File: config.mk
export PLATFORM = sky130hd
export DESIGN_NAME = fc1_weight_streamer
export DESIGN_NICKNAME = d
export VERILOG_FILES = /design/src/rtl/fc1_weight_streamer.sv
export SDC_FILE = /design/constraint.sdc
export NUM_CORES = 1
export LEC_CHECK = 0
export CORE_MARGIN = 2
export CORE_UTILIZATION = 51
export CTS_CLUSTER_SIZE = 8
export DETAILED_ROUTE_END_ITERATION = 10
export HOLD_SLACK_MARGIN = 0.1
export PLACE_DENSITY_LB_ADDON = 0.2
export SETUP_SLACK_MARGIN = 0.4
export SLEW_MARGIN = 20
export SYNTH_ARGS = -nofsm -noshare
export SYNTH_HDL_FRONTEND = slang
export SYNTH_SLANG_ARGS = --single-unit
File: constraint.sdc
create_clock -name clk -period 4.9 [get_ports clk]
set_input_delay 1.225 -clock clk [delete_from_list [all_inputs] [get_ports clk]]
set_output_delay 1.225 -clock clk [all_outputs]
set_load 0.01 [all_outputs]
File: src/rtl/fc1_weight_streamer.sv
// FC1 weight streamer: prefetches packed int8 weight groups from a 1-cycle-latency
// SRAM into a small FIFO and presents them one at a time on a valid/next handshake.
module fc1_weight_streamer #(
    parameter int NUM_PE     = 4,
    parameter int IN1_N      = 132,
    parameter int OUT1_M     = 10,
    parameter int ADDR_W     = 12,
    parameter int FIFO_DEPTH = 2
) (
    input  logic                clk,
    input  logic                rst,
    input  logic                i_start,
    input  logic                i_abort,
    input  logic [ADDR_W-1:0]   i_base_addr,
    output logic                o_mem_en,
    output logic [ADDR_W-1:0]   o_mem_addr,
    input  logic [8*NUM_PE-1:0] i_mem_rdata,
    output logic [8*NUM_PE-1:0] o_w_group,
    output logic                o_w_valid,
    input  logic                i_w_next,
    output logic [8:0]          o_group_idx,
    output logic                o_busy,
    output logic                o_done,
    output logic                o_err_next
);
    localparam int WORD_W = 8*NUM_PE;
    localparam int CNT_W  = 9;
    localparam int PTR_W  = (FIFO_DEPTH > 1) ? $clog2(FIFO_DEPTH) : 1;
    localparam int FCNT_W = $clog2(FIFO_DEPTH + 1);
    localparam logic [CNT_W-1:0]  NUM_GROUPS = CNT_W'(IN1_N*OUT1_M/NUM_PE);
    localparam logic [CNT_W-1:0]  LAST_GROUP = NUM_GROUPS - CNT_W'(1'b1);
    localparam logic [PTR_W-1:0]  PTR_LAST   = PTR_W'(FIFO_DEPTH - 1);
    localparam logic [FCNT_W:0]   DEPTH_EXT  = (FCNT_W+1)'(FIFO_DEPTH);

    typedef enum logic [1:0] {
        S_IDLE  = 2'd0,
        S_RUN   = 2'd1,
        S_DRAIN = 2'd2
    } state_t;

    state_t              r_state;
    state_t              w_state_nxt;
    logic [ADDR_W-1:0]   r_base;
    logic [CNT_W-1:0]    r_issued_cnt;
    logic [CNT_W-1:0]    r_pop_cnt;
    logic                r_inflight;
    logic [WORD_W-1:0]   r_fifo [FIFO_DEPTH];
    logic [PTR_W-1:0]    r_wr_ptr;
    logic [PTR_W-1:0]    r_rd_ptr;
    logic [FCNT_W-1:0]   r_fifo_cnt;
    logic                r_done;
    logic                r_err_next;

    logic                w_active;
    logic                w_start_acc;
    logic                w_abort;
    logic                w_flush;
    logic                w_valid;
    logic                w_push;
    logic                w_pop;
    logic                w_last_pop;
    logic                w_bad_next;
    logic                w_issue;
    logic [FCNT_W-1:0]   w_cnt_after_pop;
    logic [FCNT_W:0]     w_occupancy;
    logic [ADDR_W-1:0]   w_rd_addr;

    function automatic logic [PTR_W-1:0] ptr_inc(input logic [PTR_W-1:0] p);
        if (p == PTR_LAST) begin
            return {PTR_W{1'b0}};
        end else begin
            return p + PTR_W'(1'b1);
        end
    endfunction

    // Handshake strobes, read-issue decision and next-state logic
    always_comb begin
        w_state_nxt     = r_state;
        w_active        = (r_state != S_IDLE);
        w_start_acc     = 1'b0;
        w_abort         = 1'b0;
        w_valid         = (r_fifo_cnt != {FCNT_W{1'b0}});
        w_push          = 1'b0;
        w_pop           = 1'b0;
        w_last_pop      = 1'b0;
        w_bad_next      = 1'b0;
        w_issue         = 1'b0;
        w_cnt_after_pop = r_fifo_cnt;
        w_occupancy     = {(FCNT_W+1){1'b0}};
        w_rd_addr       = r_base + ADDR_W'(r_issued_cnt);

        if (w_active) begin
            w_abort = i_abort;
        end else begin
            w_start_acc = i_start && !i_abort;
        end

        if (w_active && !i_abort) begin
            w_pop      = w_valid && i_w_next;
            w_push     = r_inflight;
            w_bad_next = i_w_next && !w_valid;
            w_last_pop = w_pop && (r_pop_cnt == LAST_GROUP);
        end else begin
            w_pop      = 1'b0;
        end

        // Room is judged after this cycle's pop; the in-flight word already owns a slot.
        w_cnt_after_pop = r_fifo_cnt - FCNT_W'(w_pop);
        w_occupancy     = {1'b0, w_cnt_after_pop} + (FCNT_W+1)'(r_inflight);
        if ((r_state == S_RUN) && !i_abort && (r_issued_cnt < NUM_GROUPS)) begin
            w_issue = (w_occupancy < DEPTH_EXT);
        end else begin
            w_issue = 1'b0;
        end

        case (r_state)
            S_IDLE: begin
                if (w_start_acc) begin
                    w_state_nxt = S_RUN;
                end else begin
                    w_state_nxt = S_IDLE;
                end
            end
            S_RUN: begin
                if (i_abort || w_last_pop) begin
                    w_state_nxt = S_IDLE;
                end else if (r_issued_cnt == NUM_GROUPS) begin
                    w_state_nxt = S_DRAIN;
                end else begin
                    w_state_nxt = S_RUN;
                end
            end
            S_DRAIN: begin
                if (i_abort || w_last_pop) begin
                    w_state_nxt = S_IDLE;
                end else begin
                    w_state_nxt = S_DRAIN;
                end
            end
            default: begin
                w_state_nxt = S_IDLE;
            end
        endcase
    end

    assign w_flush = w_abort || w_start_acc;

    // State register
    always_ff @(posedge clk or posedge rst) begin
        if (rst) begin
            r_state <= S_IDLE;
        end else begin
            r_state <= w_state_nxt;
        end
    end

    // Run bookkeeping: base address, issue and pop counters, in-flight flag
    always_ff @(posedge clk or posedge rst) begin
        if (rst) begin
            r_base       <= {ADDR_W{1'b0}};
            r_issued_cnt <= {CNT_W{1'b0}};
            r_pop_cnt    <= {CNT_W{1'b0}};
            r_inflight   <= 1'b0;
        end else begin
            r_inflight <= w_issue;
            if (w_start_acc) begin
                r_base       <= i_base_addr;
                r_issued_cnt <= {CNT_W{1'b0}};
                r_pop_cnt    <= {CNT_W{1'b0}};
            end else if (w_abort) begin
                r_pop_cnt    <= {CNT_W{1'b0}};
            end else begin
                if (w_issue) begin
                    r_issued_cnt <= r_issued_cnt + CNT_W'(1'b1);
                end
                if (w_last_pop) begin
                    r_pop_cnt <= {CNT_W{1'b0}};
                end else if (w_pop) begin
                    r_pop_cnt <= r_pop_cnt + CNT_W'(1'b1);
                end
            end
        end
    end

    // Prefetch FIFO pointers and occupancy; a flush discards any late SRAM return
    always_ff @(posedge clk or posedge rst) begin
        if (rst) begin
            r_wr_ptr   <= {PTR_W{1'b0}};
            r_rd_ptr   <= {PTR_W{1'b0}};
            r_fifo_cnt <= {FCNT_W{1'b0}};
        end else if (w_flush) begin
            r_wr_ptr   <= {PTR_W{1'b0}};
            r_rd_ptr   <= {PTR_W{1'b0}};
            r_fifo_cnt <= {FCNT_W{1'b0}};
        end else begin
            if (w_push) begin
                r_wr_ptr <= ptr_inc(r_wr_ptr);
            end
            if (w_pop) begin
                r_rd_ptr <= ptr_inc(r_rd_ptr);
            end
            r_fifo_cnt <= r_fifo_cnt + FCNT_W'(w_push) - FCNT_W'(w_pop);
        end
    end

    // Prefetch FIFO storage
    always_ff @(posedge clk or posedge rst) begin
        if (rst) begin
            for (int i = 0; i < FIFO_DEPTH; i++) begin
                r_fifo[i] <= {WORD_W{1'b0}};
            end
        end else if (w_push) begin
            r_fifo[r_wr_ptr] <= i_mem_rdata;
        end
    end

    // Completion pulse and sticky protocol-error flag
    always_ff @(posedge clk or posedge rst) begin
        if (rst) begin
            r_done     <= 1'b0;
            r_err_next <= 1'b0;
        end else begin
            r_done <= w_last_pop;
            if (w_start_acc) begin
                r_err_next <= 1'b0;
            end else if (w_bad_next) begin
                r_err_next <= 1'b1;
            end
        end
    end

    assign o_mem_en    = w_issue;
    assign o_mem_addr  = w_issue ? w_rd_addr : {ADDR_W{1'b0}};
    assign o_w_group   = r_fifo[r_rd_ptr];
    assign o_w_valid   = w_valid;
    assign o_group_idx = r_pop_cnt;
    assign o_busy      = w_active;
    assign o_done      = r_done;
    assign o_err_next  = r_err_next;

endmodule
Word level (Yosys, flattened, before mapping) --
Cells that the tools add are included.
Cells by class: $add $sub $neg 9, magnitude comparators 5, equality and inequality tests 5, muxes and demuxes 35, bitwise gates (word level) 2, reductions and logical operators 21
Operator list (number):
- 2-to-1 mux 32 bit | 4
- bitwise mux 64 bit | 1
- 2-to-1 mux 9 bit | 7
- demux 32 bit (select 1 bit) | 1
- adder 9 x 1 -> 9 bit (second input constant) | 2
- equality test 9 bit (second input constant) | 2
- 2-to-1 mux 1 bit | 16
- adder 12 x 9 -> 12 bit | 1
- 2-to-1 mux 12 bit | 1
- nonzero test 2 bit | 6
- < comparator 9 bit (second input constant) | 1
- logical AND 1 bit | 8
- 2-to-1 mux 2 bit | 4
- one-hot mux 2 bit (3 select lines) | 1
- >= comparator 2 bit (second input constant) | 2
- NOT 1 -> 2 bit | 2
- nonzero test 4 bit | 1
- subtractor 2 x 1 -> 2 bit | 2
- adder 2 x 1 -> 3 bit | 1
- < comparator 3 x 2 -> 1 bit (second input constant) | 1
- adder 1 bit (second input constant) | 2
- adder 2 x 1 -> 2 bit | 1
- equality test 2 x 1 -> 1 bit (second input constant) | 1
- equality test 2 bit (second input constant) | 1
- other kinds (6) | 8
Storage, ports and cells: register bits after elaboration 103, bits of input ports 49, output and inout port bits 58

Longest topological paths before layout --
Gate-level depths: netlist of run 1.
word-level depth 10, depth in mapped cells 11, mapped depth without buffers 9

Worst setup path after synthesis of run 1 --
Ideal clock, no wire load.
path type input port to output port, start point input port i_abort, end point output port o_mem_addr[8], arrival time 3550 ps, data required time 3675 ps, setup slack 125 ps, stages on the path 10, cell sequence clkbuf_1 -> o21bai_1 -> nor2_1 -> ha_1 -> nor2b_1 -> or4_4 -> or2_1 -> clkbuf_1 -> buf_2 -> nor3b_1
On the way: cells in the longest elaborated chain, start to end 8
RTL lines:
- start: declaration | line 13 | input logic i_abort,
- zero test 1 bit (*) | line 98, 110
- logical AND 1 bit | line 98 | if (w_active && !i_abort) begin
- 2-to-1 mux 1 bit | line 98
- subtractor 2 x 1 -> 2 bit | line 108 | w_cnt_after_pop = r_fifo_cnt - FCNT_W'(w_pop);
- adder 2 x 1 -> 3 bit | line 109 | w_occupancy = {1'b0, w_cnt_after_pop} + (FCNT_W+1)'(r_inflight);
- < comparator 3 x 2 -> 1 bit | line 111 | w_issue = (w_occupancy < DEPTH_EXT);
- 2-to-1 mux 1 bit (*) | line 110 | if ((r_state == S_RUN) && !i_abort && (r_issued_cnt < NUM_GROUPS)) begin
- 2-to-1 mux 12 bit (*) | line 233 | assign o_mem_addr = w_issue ? w_rd_addr : {ADDR_W{1'b0}};
- end: declaration | line 16 | output logic [ADDR_W-1:0] o_mem_addr,
Every way passes the cells marked *; elsewhere a longest branch is shown, timed or not.

Worst setup path in the final report of run 1 --
start point input port i_w_next, end point output port o_mem_addr[11]
On the way: cells in the longest elaborated chain, start to end 7
RTL lines:
- start: declaration | line 20 | input logic i_w_next,
- logical AND 1 bit | line 99 | w_pop = w_valid && i_w_next;
- 2-to-1 mux 1 bit | line 98
- subtractor 2 x 1 -> 2 bit | line 108
- adder 2 x 1 -> 3 bit | line 109
- < comparator 3 x 2 -> 1 bit | line 111
- 2-to-1 mux 1 bit | line 110
- 2-to-1 mux 12 bit | line 233
No other way between the ends.

==> reports/summary.txt, run 1 <==
Critical Path Start Type: input pin
Net Sw Frac: 29.76%
CTS root buf: clkbuf_8
Combinational family with the most area after synthesis: multiplexers
Clock power share: 20.9%
Seq cells post-synth: 103
Yosys top cell area share: 50.11%
CTS Buffer Depth: 2
Net Switching: 0.7056 mW
Seq pwr share: 46.5%
Ant diodes: 0
Post-DP HPWL: 7587 um
Synth unique cells: 49
CTS tree: yes
Number of clock sinks: 103
R2R Path Start: r_state[0]
Via density: 5.367
Pin count of the biggest net entering global routing: 86
Max-cap violation count: 0
R2r endpoint: r_issued_cnt[7]
YS warnings: 0
Hold Path Class: flip-flop to flip-flop
H-tree levels: 3
Vias in the first global route: 3751
Fraction of layout cells with a size suffix above 1: 27.19%
RSZ-0062 raised after global routing: false
Port bufs: 106
CTS buffer count: 9
Ys flop type: dfrtp_1
Synth Area in Compound Gates: 7.395%
Final Max Tran Viols: 0
Power share of the combinational group: 32.6%
Final Critical Period: 4426 ps
Worst slew pin tran: 984.7 ps
R2R depth: 10
Hold_sp: r_base[7]
Post-synthesis area per instance: 11.41 sq um
R2r setup slk: 2030 ps
Multi-input logic area: 2514 sq um
Die span in x: 104.4 um
Hold endpoint: r_base[7]
Remaining antenna violation count: 0
Total power: 2.371 mW
Filler cells: 798
GRT Residual Overflow: 0
Period utilization: 90.33%
CP Capture Type: output pin
Initial antenna violation count: 0
Worst-Skew Late Latency: 360 ps
Post-synth EDFFs: 0
Nets: 631
Outcome: complete, no violations
Mapped Cells: 451
# setup viols final: 0
Area Overhead vs Synth: 28.39%
Mux share of post-synthesis cell area: 21.82%
Yosys top cell by area: dfrtp_1
Design area: 6604 sq um
Power per cell area: 359.1 nW/um^2
Avg WL per Cell: 15.24 um
Setup TNS: 0 ps
Post-route setup slack: 473.8 ps
Sequential share of the synthesized area: 50.11%
Worst slack, placed: -239.6 ps
Leakage Power: 3.045 nW
Worst Hold Depth: 2
Num rows: 36
Crit Path Class: input pin to output pin
Critical Path AT: 3200 ps
Die Area: 10900 sq um
Placed insts: 686
Post-Route WL: 10720 um
First DRT Iteration DRCs: 103
Starting Density: 52.62%
Hold_ws: 494.0 ps
Synth Area in Adders: 4.281%
CORE AREA: 9774 sq um
Placer Congestion: 0.7976
Xor and xnor area share after synthesis: 1.873%
Chip height: 104.4 um
WP data required: 3670 ps
Slew headroom: 34.20%
I/O pins: 107
Register area: 2577 sq um
Final Non-Filler Cells: 703
Maximum VDD drop: 0.2048 mV
Drt drc: 0
Placed Area: 6449 sq um
First-pass DRT Iterations: 4
Reg clk slew, reported paths: 90 ps
Internal power: 1.666 mW
Via count: 3773
CP max FO: 6
Hold Fails Final Rpt: 0
First-pass GRT wire length: 18060 um
Clock skew: 15.50 ps
Simple-gate share of the synthesized area: 12.24%
Fmax: 225.9 MHz
Asr flop ratio synth: 100.0%
GRT Total Usage: 20.40%
Post-Syn Area: 5144 sq um
Post-Synthesis Net Count: 517
Ranking of synthesized cells by area: dfrtp_1 50%, mux2_2 21%, ha_1 3.9%, nand2_1 3.5%, o21ai_0 2.6%
Util after Layout: 67.56%
[cells by family (layout without fill, tap and decap cells)]
logic type / count (synthesis) / after routing
xor+xnor: 11 / 11
buf+inv: 31 / 150
simple gates: 126 / 126
fa+ha+maj: 17 / 17
flops: 103 / 103
compound gates: 63 / 63
mux: 100 / 100
[worst max-delay path by stage]
stage | slack (ps) | cells after the start | from | end
after floorplan | 400 | 10 | i_abort | o_mem_addr[8]
after global placement | -210 | 11 | i_abort | o_mem_addr[7]
after detailed placement | -240 | 11 | i_abort | o_mem_addr[7]
after CTS | 360 | 10 | i_abort | o_mem_addr[7]
after global routing | 400 | 10 | i_w_next | o_mem_addr[7]
final | 470 | 11 | i_w_next | o_mem_addr[11]
[cell usage in the layout (no fill, tap or decap), types with 5 or more instances in the layout]
master	synthesis	layout
dfrtp_1	103	103
mux2_2	97	97
clkdlybuf4s50_1	0	91
nand2_1	48	48
o21ai_0	27	26
nor2_1	18	15
ha_1	16	15
inv_1	14	13
a21oi_1	12	12
buf_4	0	11
nor3_1	10	9
nand3_1	10	9
clkbuf_8	0	9
xor2_1	7	7
a21o_1	7	7
clkbuf_2	0	7
and2_1	6	6
and3_1	5	5
buf_2	1	5
[routing by layer]
metal | global-route usage [%] | routed length [um] | vias up
met5 | 0 | 0 | -
met4 | 6.757 | 134 | 0
met3 | 2.945 | 397 | 12
met2 | 34.27 | 5197 | 83
met1 | 27.19 | 4988 | 1844
li1 | - | - | 1834
[flip-flops by register name, summed over array words and instances, names as in the netlist]
register / cells
r_issued_cnt: 9
r_base: 12
o_group_idx: 9
o_err_next: 1
o_done: 1
r_inflight: 1
r_fifo_cnt: 2
r_rd_ptr: 1
r_state: 2
r_fifo: 64
r_wr_ptr: 1
[cells in the mapped netlist, types with 10 or more instances]
cell	instances
dfrtp_1	103
mux2_2	97
nand2_1	48
o21ai_0	27
nor2_1	18
ha_1	16
inv_1	14
clkbuf_1	13
a21oi_1	12
nand3_1	10
nor3_1	10
[cell type report]
cell class | instances | share of cell area (%)
Clock inverter | 6 | 0.7958
Multi-Input combinational cell | 317 | 38.06
Clock buffer | 10 | 1.933
Inverter | 15 | 0.9663
Tap cell | 133 | 2.520
Sequential cell | 103 | 39.03
Timing Repair Buffer | 119 | 16.69
[power by group through the flow]
stage | registers (mW) | clock network [mW] | logic, mW
after global routing | 1.13 | 0.545 | 0.840
after global placement | 1.10 | 0 | 0.766
after CTS | 1.10 | 0.512 | 0.785
final | 1.10 | 0.496 | 0.773
after detailed placement | 1.12 | 0 | 0.783
after floorplan | 1.09 | 0 | 0.423
[what timing repair did]
| action | 4_1_cts | 5_1_grt |
|---|---|---|
| cloned | 0 | 0 |
| resized for setup | 37 | 17 |
| hold buffers | 0 | 0 |
| endpoints found under the setup margin | 13 | 12 |
| setup buffers | 1 | 0 |
| pin swaps | 1 | 1 |
[critical path: stages]
cell	delay [ps]
dlygate4sd2_1	250
o21ai_2	90
nor2_4	50
ha_2	300
nor2b_1	40
or4_4	490
or2_4	280
buf_6	140
nor2_1	80
mux2_2	140
buf_2	120
Note: power is estimated with default switching activity, not from simulation.
==> run 2: changes to the inputs <==
GPL_TIMING_DRIVEN = 0   (was not set)
PLACE_DENSITY = 0.8   (was not set)
PLACE_DENSITY_LB_ADDON = not set   (was 0.2)
TNS_END_PERCENT = 5   (was not set)
==> reports/summary.txt, run 2 (synthesized netlist as in run 1, its figures left out) <==
Ant diodes: 0 (unchanged)
Hold Fails Final Rpt: 0 (unchanged)
Reg clk slew, reported paths: 100 ps (about the same)
GRT Total Usage: 21.76% (+1.4 points)
Vias in the first global route: 4011 (+6.9%)
Top Registers: r_fifo (64), r_base (12)
Initial antenna violation count: 0 (unchanged)
CP max FO: 10 (+4)
Commonest non-fill, non-tap cell in the layout: dfrtp_1
CORE AREA: 9774 sq um (unchanged)
Die span in x: 104.4 um (unchanged)
# setup viols final: 0 (unchanged)
Drt drc: 0 (unchanged)
Placed insts: 690 (+0.58%)
Slew headroom: 48.86% (+15 points)
Die Area: 10900 sq um (unchanged)
Worst slew pin tran: 761.3 ps (-223.4 ps)
CTS Buffer Depth: 2 (unchanged)
CTS buffer count: 9 (unchanged)
Via density: 5.454 (+1.6%)
CTS tree: yes
Worst-Skew Late Latency: 370 ps (about the same)
Max-cap violation count: 0 (unchanged)
CTS root buf: clkbuf_8
Clock skew: 10.60 ps (-4.908 ps)
Remaining antenna violation count: 0 (unchanged)
Commonest non-fill, non-tap cells in the layout: 103 x dfrtp_1, 97 x mux2_2, 91 x clkdlybuf4s50_1, 48 x nand2_1, 26 x o21ai_0
Power per cell area: 361.2 nW/um^2 (+0.61%)
Hold_sp: r_base[0]
Post-route setup slack: 259.1 ps (-214.7 ps)
RSZ-0062 raised after global routing: true
H-tree levels: 3 (unchanged)
Fraction of layout cells with a size suffix above 1: 24.31% (-2.9 points)
Hold Path Class: flip-flop to flip-flop
First-pass DRT Iterations: 4 (unchanged)
Starting Density: 52.62% (unchanged)
Period utilization: 94.71% (+4.4 points)
Filler cells: 747 (-6.4%)
Critical Path AT: 3420 ps (+220 ps)
I/O pins: 107 (unchanged)
Max reg flops: 64 (unchanged)
Nets: 637 (+0.95%)
R2r setup slk: 2270 ps (+240 ps)
Avg WL per Cell: 16.33 um (+7.1%)
Most flops, register: r_fifo
Final Non-Filler Cells: 709 (+0.85%)
R2r endpoint: r_issued_cnt[7]
Hold endpoint: r_base[0]
Leakage Power: 3.072 nW (+0.87%)
Pin count of the biggest net entering global routing: 67 (-22%)
Total power: 2.400 mW (+1.2%)
Maximum VDD drop: 0.1980 mV (-3.3%)
Area Overhead vs Synth: 29.14%
Fmax: 215.5 MHz (-4.6%)
Num rows: 36 (unchanged)
Chip height: 104.4 um (unchanged)
Post-Route WL: 11580 um (+8.1%)
Placer Congestion: 0.9032 (+13%)
Setup TNS: 0 ps (unchanged)
CP Capture Type: output pin
First-pass GRT wire length: 19310 um (+6.9%)
Critical Path Start Type: input pin
GRT Residual Overflow: 0 (unchanged)
Number of clock sinks: 103 (unchanged)
Final Max Tran Viols: 0 (unchanged)
Worst Hold Depth: 2 (unchanged)
Outcome: complete, no violations
Util after Layout: 67.96% (+0.40 points)
WP data required: 3670 ps (about the same)
Worst slack, placed: -669.0 ps (-429.4 ps)
Hold buffers post-CTS: 0 (unchanged)
R2R depth: 8 (-2)
Final Critical Period: 4641 ps (+214.7 ps)
First DRT Iteration DRCs: 123 (+19%)
Port bufs: 105 (-0.94%)
R2R Path Start: r_state[0]
Post-DP HPWL: 8406 um (+11%)
Via count: 3867 (+2.5%)
Crit Path Class: input pin to output pin
## run 2: cell count changes in the layout (fill, tap and decap cells not counted), sizes merged
| cell | before | now |
|---|---|---|
| dlygate4sd2 | 3 | 6 |
| clkbuf | 17 | 20 |
| buf | 18 | 15 |
| dlymetal6s2s | 0 | 1 |
| clkinvlp | 2 | 1 |
| clkdlybuf4s15 | 0 | 1 |
| clkinv | 2 | 4 |
## run 2: worst max path at each step
stage,startpoint,end,slack [ps],depth (start not counted)
3_3_place_gp,i_w_next,o_mem_addr[8],-630,11
2_1_floorplan,i_abort,o_mem_addr[8],400,10
5_1_grt,i_w_next,o_mem_addr[8],220,11
4_1_cts,i_w_next,o_mem_addr[2],290,11
3_5_place_dp,i_w_next,o_mem_addr[8],-670,11
6_report,i_w_next,o_mem_addr[8],260,11
## run 2: per-stage QoR
stage | area, sq um | hold slack, ps
after floorplan | 5181 | 452.3
after global placement | 6399 | 469.9
after detailed placement | 6431 | 471.4
after CTS | 6655 | 497.8
after global routing | 6643 | 513.4
final | 6643 | 490.6
## run 2: per-layer routing
layer | global-route usage (%) | part of all wire (%) | vias up
li1 | - | - | 1834
met1 | 28.13 | 44 | 1930
met2 | 37.30 | 51 | 82
met3 | 2.945 | 3.3 | 21
met4 | 8.012 | 2.0 | 0
met5 | 0 | 0 | -
## run 2: what timing repair did
item,4_1_cts,5_1_grt
setup endpoints to repair,13,13
gates cloned,0,0
resized for setup,37,8
pin swaps,1,1
setup buffers,2,1
## run 2: critical path, cell delays in order
cell and delay (ps):
dlygate4sd2_1 270, o21ai_2 110, nor2_4 70, ha_1 270, nor2b_1 40, or4_4 510
or2_4 300, buf_8 150, buf_6 150, nor3b_4 180, buf_2 150
## run 2: cell type report
cell class | instances | area (sq um) | area share [%]
Sequential cell | 103 | 2577 | 38.80
Multi-Input combinational cell | 317 | 2496 | 37.58
Timing Repair Buffer | 109 | 1066 | 16.05
Tap cell | 133 | 166.4 | 2.505
Clock buffer | 9 | 123.9 | 1.865
Buffer | 16 | 80.08 | 1.206
Clock inverter | 7 | 66.31 | 0.9983
Inverter | 15 | 66.31 | 0.9983
## run 2: power by group
part	switching, mW	internal (mW)
logic	0.312	0.470
clock network	0.317	0.196
registers	0.100	1.00
==> run 3: changes to the inputs <==
CORE_MARGIN = 8   (was 2)
==> reports/summary.txt, run 3 (synthesized netlist as in run 1, its figures left out) <==
CTS root buf: clkbuf_8
Port bufs: 105 (unchanged)
Via count: 3860 (-0.18%)
CP Capture Type: output pin
Vias in the first global route: 4107 (+2.4%)
Multi-input logic area: 2509 sq um (+0.50%)
Filler cells: 757 (+1.3%)
Power per cell area: 358.1 nW/um^2 (-0.87%)
Clock skew: 9.580 ps (-1.015 ps)
Num rows: 36 (unchanged)
First-pass GRT wire length: 20010 um (+3.6%)
Final Max Tran Viols: 0 (unchanged)
Slew headroom: 49.84% (+0.99 points)
Worst slew pin tran: 746.6 ps (-14.69 ps)
Drt drc: 0 (unchanged)
Total power: 2.400 mW (about the same)
Ant diodes: 0 (unchanged)
Placer Congestion: 0.8894 (-1.5%)
CTS buffer count: 9 (unchanged)
CP max FO: 10 (unchanged)
GRT Total Usage: 18.67% (-3.1 points)
Area Overhead vs Synth: 30.31%
Post-DP HPWL: 8894 um (+5.8%)
Nets: 641 (+0.63%)
I/O pins: 107 (unchanged)
Register area: 2577 sq um (unchanged)
# setup viols final: 0 (unchanged)
WP data required: 3670 ps (about the same)
Fraction of layout cells with a size suffix above 1: 25.34% (+1.0 points)
Die Area: 13550 sq um (+24%)
Pin count of the biggest net entering global routing: 55 (-18%)
Crit Path Class: input pin to output pin
Critical Path Start Type: input pin
Worst-Skew Late Latency: 360 ps (about the same)
RSZ-0062 raised after global routing: true
GRT Residual Overflow: 0 (unchanged)
CTS tree: yes
Worst setup path start: i_abort
CTS Buffer Depth: 2 (unchanged)
Final Critical Period: 4502 ps (-138.8 ps)
Most flops, register: r_fifo
CORE AREA: 9774 sq um (unchanged)
R2R Path Start: r_state[0]
Commonest non-fill, non-tap cell in the layout: dfrtp_1
H-tree levels: 3 (unchanged)
Commonest non-fill, non-tap cells in the layout: 103 x dfrtp_1, 97 x mux2_2, 91 x clkdlybuf4s50_1, 48 x nand2_1, 26 x o21ai_0
Period utilization: 91.88% (-2.8 points)
First-pass DRT Iterations: 4 (unchanged)
Top Registers: r_fifo (64), r_base (12)
Avg WL per Cell: 16.88 um (+3.3%)
Number of clock sinks: 103 (unchanged)
Hold Path Class: flip-flop to flip-flop
Reg clk slew, reported paths: 100 ps (about the same)
Post-Route WL: 12040 um (+3.9%)
Outcome: complete, no violations
Placed Area: 6431 sq um (unchanged)
Via density: 5.414 (-0.74%)
Max reg flops: 64 (unchanged)
Hold buffers post-CTS: 0 (unchanged)
Chip height: 116.4 um (+11%)
Remaining antenna violation count: 0 (unchanged)
First DRT Iteration DRCs: 188 (+53%)
Leakage Power: 3.090 nW (+0.60%)
Maximum VDD drop: 0.2754 mV (+39%)
Hold_sp: r_base[0]
Starting Density: 52.62% (unchanged)
Hold Fails Final Rpt: 0 (unchanged)
Critical Path AT: 3280 ps (-140 ps)
Die span in x: 116.4 um (+11%)
Max-cap violation count: 0 (unchanged)
Fmax: 222.1 MHz (+3.1%)
Initial antenna violation count: 0 (unchanged)
Design area: 6703 sq um (+0.90%)
[run 3: worst paths after layout]
| check | cells past startpoint | to | slack (ps) |
|---|---|---|---|
| worst max-delay path | 11 | o_mem_addr[8] | 400 |
| worst min-delay path | 2 | r_base[0] | 500 |
| worst max register to register | 8 | r_issued_cnt[7] | 2290 |
| worst min register to register | 2 | r_base[0] | 500 |
| max in group asynchronous | 3 | r_fifo[30] | 3020 |
| min in group asynchronous | 2 | r_fifo[55] | 1260 |
[run 3: layout make-up]
cell class / instances / share of cell area (%)
inverters: 15 / 0.9894
plain buffers: 16 / 1.400
repair buffers: 113 / 16.46
clock inverters: 7 / 0.9334
well taps: 133 / 2.483
multi-input cells: 317 / 37.43
flip-flops and latches: 103 / 38.45
clock buffers: 9 / 1.848
[run 3: what timing repair did]
item / CTS / global route
gates cloned: 0 / 1
pin swaps: 2 / 3
setup buffers: 2 / 4
setup endpoints to repair: 13 / 12
resized for setup: 43 / 12
[run 3: metrics by stage]
| stage | worst slack [ps] | hold slack (ps) | utilization, % | setup TNS [ps] | instances |
|---|---|---|---|---|---|
| after floorplan | 402.3 | 452.3 | - | 0 | 451 |
| after global placement | -642.5 | 473.7 | 65.46 | -46860 | 689 |
| after detailed placement | -709.6 | 475.6 | 65.80 | -6821 | 690 |
| after CTS | 245.7 | 503.8 | 67.88 | 0 | 708 |
| after global routing | 355.3 | 520.9 | 68.57 | 0 | 713 |
| final | 397.9 | 498.0 | 68.57 | 0 | 713 |
[run 3: where the power goes]
group	internal, mW	switching, mW
Sequential	1.00	0.0961
Combinational	0.476	0.317
Clock	0.197	0.311
[run 3: layer usage]
layer	vias to the layer above	GRT usage [%]	routed length, um
met3	13	3.671	613
met2	93	33.24	6182
met1	1908	22.30	5068
met4	0	5.532	170
li1	1846	-	-
met5	-	0	0
[run 3: worst max-delay path, cell delays in order]
cell and delay (ps):
buf_8 110, o21bai_4 180, nor2_4 150, ha_4 140
nor2b_1 40, or4_4 540, or2_4 280, buf_8 150
buf_8 130, nor3b_4 170, buf_2 150
